File: config.mk
export PLATFORM = sky130hd
export DESIGN_NAME = issue_scoreboard
export DESIGN_NICKNAME = d
export VERILOG_FILES = /design/src/rtl/issue_scoreboard.sv
export SDC_FILE = /design/constraint.sdc
export NUM_CORES = 1
export LEC_CHECK = 0
export BUFFER_PORTS_ARGS = -buffer_cell sky130_fd_sc_hd__buf_2
export CORE_ASPECT_RATIO = 0.75
export CORE_UTILIZATION = 48
export DETAILED_ROUTE_END_ITERATION = 6
export PLACE_DENSITY_LB_ADDON = 0.08
export SYNTH_ARGS = -nofsm -noshare
export SYNTH_HDL_FRONTEND = slang
export SYNTH_SLANG_ARGS = --single-unit
File: constraint.sdc
create_clock -name clk -period 4.9 [get_ports clk]
set_clock_uncertainty 0.15 [all_clocks]
set_input_delay 0.98 -clock clk [delete_from_list [all_inputs] [get_ports clk]]
set_output_delay 0.98 -clock clk [all_outputs]
set_load 0.03 [all_outputs]
File: src/rtl/issue_scoreboard.sv
`default_nettype none
// ============================================================================
// Module   : issue_scoreboard
// Purpose  : Decode->execute issue stage with a DEPTH-slot register/CPSR
//            scoreboard, per-slot bypass masking and a hazard-stall counter.
// Revision : 1.0  initial release
// ============================================================================
module issue_scoreboard #(
  parameter int              NREGS  = 16,
  parameter int              DEPTH  = 2,
  parameter logic [DEPTH-1:0] BYPASS = '0
) (
  input  logic             clk,
  input  logic             rst,
  input  logic             stall,
  input  logic             flush,
  input  logic             inbubble,
  input  logic [31:0]      insn,
  input  logic [31:0]      inpc,
  input  logic             cond_met,
  input  logic             use_cpsr,
  input  logic [NREGS-1:0] use_regs,
  input  logic             def_cpsr,
  input  logic [NREGS-1:0] def_regs,
  output logic             outstall,
  output logic             outbubble,
  output logic [31:0]      outpc,
  output logic [31:0]      outinsn,
  output logic             waiting,
  output logic [15:0]      stall_cycles
);

  localparam logic [15:0] C_CNT_MAX = 16'hFFFF;

  logic [DEPTH-1:0][NREGS-1:0] slot_regs_q, slot_regs_d;
  logic [DEPTH-1:0]            slot_cpsr_q, slot_cpsr_d;
  logic                        outbubble_q, outbubble_d;
  logic [31:0]                 outpc_q, outpc_d;
  logic [31:0]                 outinsn_q, outinsn_d;
  logic [15:0]                 stall_cycles_q, stall_cycles_d;

  logic [NREGS-1:0] blk_regs;
  logic             blk_cpsr;
  logic             hazard;
  logic             issuing;

  // Only slots whose results cannot be forwarded contribute to the blocking masks.
  always_comb begin
    blk_regs = '0;
    blk_cpsr = 1'b0;
    for (int k = 0; k < DEPTH; k++) begin
      if (!BYPASS[k]) begin
        blk_regs = blk_regs | slot_regs_q[k];
        blk_cpsr = blk_cpsr | slot_cpsr_q[k];
      end
    end
  end

  assign hazard   = (use_cpsr & blk_cpsr) | (|(use_regs & blk_regs));
  assign waiting  = hazard;
  assign outstall = (hazard & ~inbubble) | stall;
  assign issuing  = ~inbubble & ~hazard & cond_met;

  always_comb begin
    slot_regs_d    = slot_regs_q;
    slot_cpsr_d    = slot_cpsr_q;
    outbubble_d    = outbubble_q;
    outpc_d        = outpc_q;
    outinsn_d      = outinsn_q;
    stall_cycles_d = stall_cycles_q;

    if (flush) begin
      slot_regs_d = '0;
      slot_cpsr_d = '0;
      outbubble_d = 1'b1;
    end else if (!stall) begin
      for (int k = 1; k < DEPTH; k++) begin
        slot_regs_d[k] = slot_regs_q[k-1];
        slot_cpsr_d[k] = slot_cpsr_q[k-1];
      end
      slot_regs_d[0] = issuing ? def_regs : '0;
      slot_cpsr_d[0] = issuing & def_cpsr;
      outbubble_d    = ~issuing;
      outpc_d        = inpc;
      outinsn_d      = insn;
      if (hazard && !inbubble && (stall_cycles_q != C_CNT_MAX)) begin
        stall_cycles_d = stall_cycles_q + 16'd1;
      end
    end
  end

  always_ff @(posedge clk or posedge rst) begin
    if (rst) begin
      slot_regs_q    <= '0;
      slot_cpsr_q    <= '0;
      outbubble_q    <= 1'b1;
      outpc_q        <= '0;
      outinsn_q      <= '0;
      stall_cycles_q <= '0;
    end else begin
      slot_regs_q    <= slot_regs_d;
      slot_cpsr_q    <= slot_cpsr_d;
      outbubble_q    <= outbubble_d;
      outpc_q        <= outpc_d;
      outinsn_q      <= outinsn_d;
      stall_cycles_q <= stall_cycles_d;
    end
  end

  assign outbubble    = outbubble_q;
  assign outpc        = outpc_q;
  assign outinsn      = outinsn_q;
  assign stall_cycles = stall_cycles_q;

endmodule
`default_nettype wire

After elaboration in Yosys (flattened, before gate mapping)
Cells that the tools add are included.
{"block": "word_totals", "regBits": 115, "output_inout_bits": 83, "wordCells": 38}
{"block": "classes", "addsub": 1, "eq_ne": 2, "n_mux": 7, "n_bitwise": 15, "n_reduce_logical": 6}
{"op": "2-to-1 mux 32 bit", "n": 2}
{"op": "adder 16 x 1 -> 16 bit (second input constant)", "n": 1}
{"op": "AND 16 bit", "n": 1}
{"op": "2-to-1 mux 16 bit", "n": 1}
{"op": "!= test 16 bit (second input constant)", "n": 1}
{"op": "bitwise OR 16 bit", "n": 1}
{"op": "OR reduction 16 bit", "n": 1}
{"op": "AND 1 bit", "n": 5}
{"op": "NOT 1 bit", "n": 5}
{"op": "2-to-1 mux 2 bit", "n": 2}
{"op": "bitwise OR 1 bit", "n": 3}
{"op": "AND reduction 3 bit", "n": 1}
{"op": "logical AND 1 bit", "n": 2}
{"op": "2-to-1 mux 1 bit", "n": 2}
{"op": "!= test 2 x 1 -> 1 bit (second input constant)", "n": 1}
{"op": "AND reduction 2 bit", "n": 1}
{"op": "zero test 1 bit", "n": 1}

Longest topological paths before layout
{"block": "logic_depth", "depth_word": 10, "mapped_depth": 8, "depth_no_buf": 7}

Least setup slack after synthesis
Ideal clock, no wire load.
{"block": "synth_path", "kind": "input port to output port", "start": "input stall", "end": "output outstall", "arrival_ns": 2.021, "setup_slack_ns": 1.749, "cell_stages": 3, "n_path_buf": 2, "path_cell_list": "buf_2 > buf_1 > o21bai_1"}
{"block": "synth_via", "elab_chain_cells": 1}
{"element": "from (decl)", "line_no": "15", "text": "input logic stall,"}
{"element": "bitwise OR 1 bit", "line_no": "61", "text": "assign outstall = (hazard & ~inbubble) | stall;"}
{"element": "to (decl)", "line_no": "25", "text": "output logic outstall,"}
Every way passes these cells.

Final worst setup path
{"block": "layout_path", "start": "input use_regs[1]", "end": "output outstall"}
{"block": "layout_via", "elab_chain_cells": 5}
{"element": "from (decl)", "line_no": "22", "text": "input logic [NREGS-1:0] use_regs,"}
{"element": "AND 16 bit", "line_no": "59", "text": "assign hazard = (use_cpsr & blk_cpsr) | (|(use_regs & blk_regs));"}
{"element": "OR reduction 16 bit", "line_no": "59"}
{"element": "bitwise OR 1 bit", "line_no": "59"}
{"element": "AND 1 bit", "line_no": "61"}
{"element": "bitwise OR 1 bit", "line_no": "61"}
Every way passes these cells.

==> reports/results.ini <==
[critical_path]
cp_common_cell = buf_2
path_cells = buf_2, o21ai_1, nand4_1, or3_4, nor2_1, o21bai_1, buf_2
max_stage_delay_ns = 0.46
cpLargestDelayFamily = simple AND/OR/NAND/NOR gates
cp_data_arrival_time_ns = 2.17
crit_path_end_kind = primary output
start_kind = primary input
slowest_stage = or3_4
path_max_fanout = 4
reg2reg_setup_slack_ns = 2.39
path_buf_inv = 2
crit_type = in -> out
required_ns = 3.77

[die]
ioPinCount = 187
rows = 30
start_util_pct = 50.1
die-area_um2 = 10000
die_y_um = 86.8
coreArea_um2 = 9200
die_width_um = 115

[logic_synthesis]
ys_seq_elements = 115
syn_area_um2 = 4610
syn_nets = 436
yosysWarnings = 0
synthCells = 331
synth-edff-count = 0
syn-mean-instance-area_um2 = 13.9
ys_seq_area_share_pct = 62.5
synth.distinct_cells = 38
async_reset_ff_share_pct = 100
synthFlopType = dfrtp_1

[global_routing]
grt_start_max_net_pins = 55
grt_pass1_vias = 3204
grt_pass1_wl_mm = 15.8
grt.met3_usage_pct = 7.48
grt_use_total_pct = 21.1
grt_overflow = 0
grt_use_met1_pct = 26.5
grt_util_met2_pct = 33.8
grt.busiest_layer = met2
grt_antenna_before_repair = 0

[placement]
placedCellCount = 635
gp_congestion = 0.773
port_buffers = 186
detailed_place_hpwl_mm = 7.16

[layout]
synthToLayoutAreaGrowth_pct = 34.6
antenna_cells = 0
layout.cells.non_filler = 665
utilization_pct = 67.4
nets = 631
drive_gt1_share_pct = 54.2

[cts]
clock-root-buffer = clkbuf_16
cts_buffer_depth = 2
cts_buffers = 17
cts.sinks = 115
hold_buffers = 0
cts_resized = 0
cts_tree = built
clock_latency_ns = 0.40
htreeDepth = 4
postCtsSetupRepairBufs = 0
clkTransAtPathRegs_ns = 0.05

[timing]
fin_crit_sh_pct = 67.3
slew_headroom_pct = 31.7
rsz0062_at_grt = no
period_needed_ns = 3.30
finalSetupViolCount = 0
hold_slack_ns = 0.312
setup_tns_ns = 0
timing.fmax_ghz = 0.303
worst_pin_slew_ns = 1.02
finalHoldViolCount = 0
maxSlewViolCount = 0

[worst_hold_path]
hold_path_class = reg -> reg

[routing]
drc = 0
finalWirelength_mm = 10.1
first_iter_violations = 110
wl_per_cell_um = 15.1
via_per_inst = 5.00
vias = 3327
postRouteAntennaNets = 0
dr.pass1.iters = 4

[power_and_ir_drop]
leakage_nw = 3.16
power_density_nw_per_um2 = 436
p_total_mw = 2.70
ir_drop_mv = 0.268

[flow_run]
maxCapViolations = 0

[outcome]
status = complete, no violations

## tightest hold or removal path: cells and delay by family, from the launching register on
family / cells / cell delay (ns)
buffers and inverters: 1 / 0.04
AO/OA/AOI/OAI: 1 / 0.05
flip-flops: 1 / 0.36
## registers in the layout, indices dropped and copies added (netlist names)
| name | count |
|---|---|
| stall_cycles | 16 |
| slot_regs_q | 32 |
| outinsn | 32 |
| outbubble | 1 |
| slot_cpsr_q | 2 |
| outpc | 32 |
## synth_stat cells, drive strengths merged, types with 3 or more instances
library cell / instances / area, µm²
nand4: 4 / 25.0
dfrtp: 114 / 2850
nor2: 23 / 86.3
buf: 11 / 61.3
inv: 7 / 26.3
mux2i: 17 / 170
clkbuf: 3 / 11.3
xor2: 9 / 78.8
a22o: 17 / 154
xnor2: 5 / 43.8
nand3: 5 / 25.0
o21ai: 19 / 103
and3: 5 / 31.3
mux2: 65 / 732
nand2: 5 / 18.8
nor3: 6 / 30.0
## path summary, 6_finish.rpt
check,cells after the start,from,end
min in group asynchronous,2,rst,outpc[28]
max in group asynchronous,3,rst,outbubble
worst max register to register,5,slot_regs_q[13],slot_regs_q[9]
worst min-delay path,2,outbubble,outbubble
worst max-delay path,7,use_regs[1],outstall
worst min register to register,2,outbubble,outbubble
## per-stage QoR
step | worst slack (ns) | area, µm²
floorplan | 0.728 | 4610
global placement | 1.62 | 5660
global route | 1.55 | 6200
CTS | 1.59 | 6200
finish | 1.60 | 6200
detailed placement | 1.61 | 5660
## per-layer routing
metal  share of wire (%)  vias up
li1                    -     1578
met1                  43     1617
met2                  49      124
met3                 7.9        8
met4                0.66        0
met5                   0        -
## cell type report
| type | count | area (µm²) |
|---|---|---|
| fill | 711 | 3000 |
| inverter | 7 | 28.8 |
| timing repair buffer | 190 | 961 |
| multi-input combinational | 195 | 1640 |
| clock inverter | 6 | 55.1 |
| sequential | 115 | 2880 |
| clock buffer | 24 | 482 |
| tap | 128 | 160 |
## logic make-up after synthesis
logic type	count (synthesis)	synth area share (%)
xor gates and xnor gates	14	2.66
and+or+nand+nor	57	6.49
buffers and inverters	21	2.15
DFF	115	62.5
muxes	82	19.6
AOI/OAI and AO/OA	41	6.33
adders and majority gates	1	0.272
## placed cells by master, fill, tap and decap left out, types with 3 or more instances in the layout
cell type,netlist,layout
nand2_1,5,5
buf_4,1,4
mux2_2,64,64
xor2_1,9,9
nand3_1,5,5
nand4_1,4,4
o21ai_0,14,14
mux2i_1,17,17
clkinv_2,0,5
and3_1,5,5
dfrtp_1,114,114
nor2_1,23,22
clkbuf_1,3,4
inv_1,7,6
clkbuf_16,0,17
nor3_1,6,6
buf_2,7,186
o21ai_1,3,3
clkbuf_8,0,3
a22o_2,4,4
xnor2_1,5,5
a22o_1,13,13
## power by group
group	internal, mW	switching, mW
Clock	0.725	0.379
Sequential	1.05	0.0513
Combinational	0.182	0.320
Note: power is estimated with default switching activity, not from simulation.
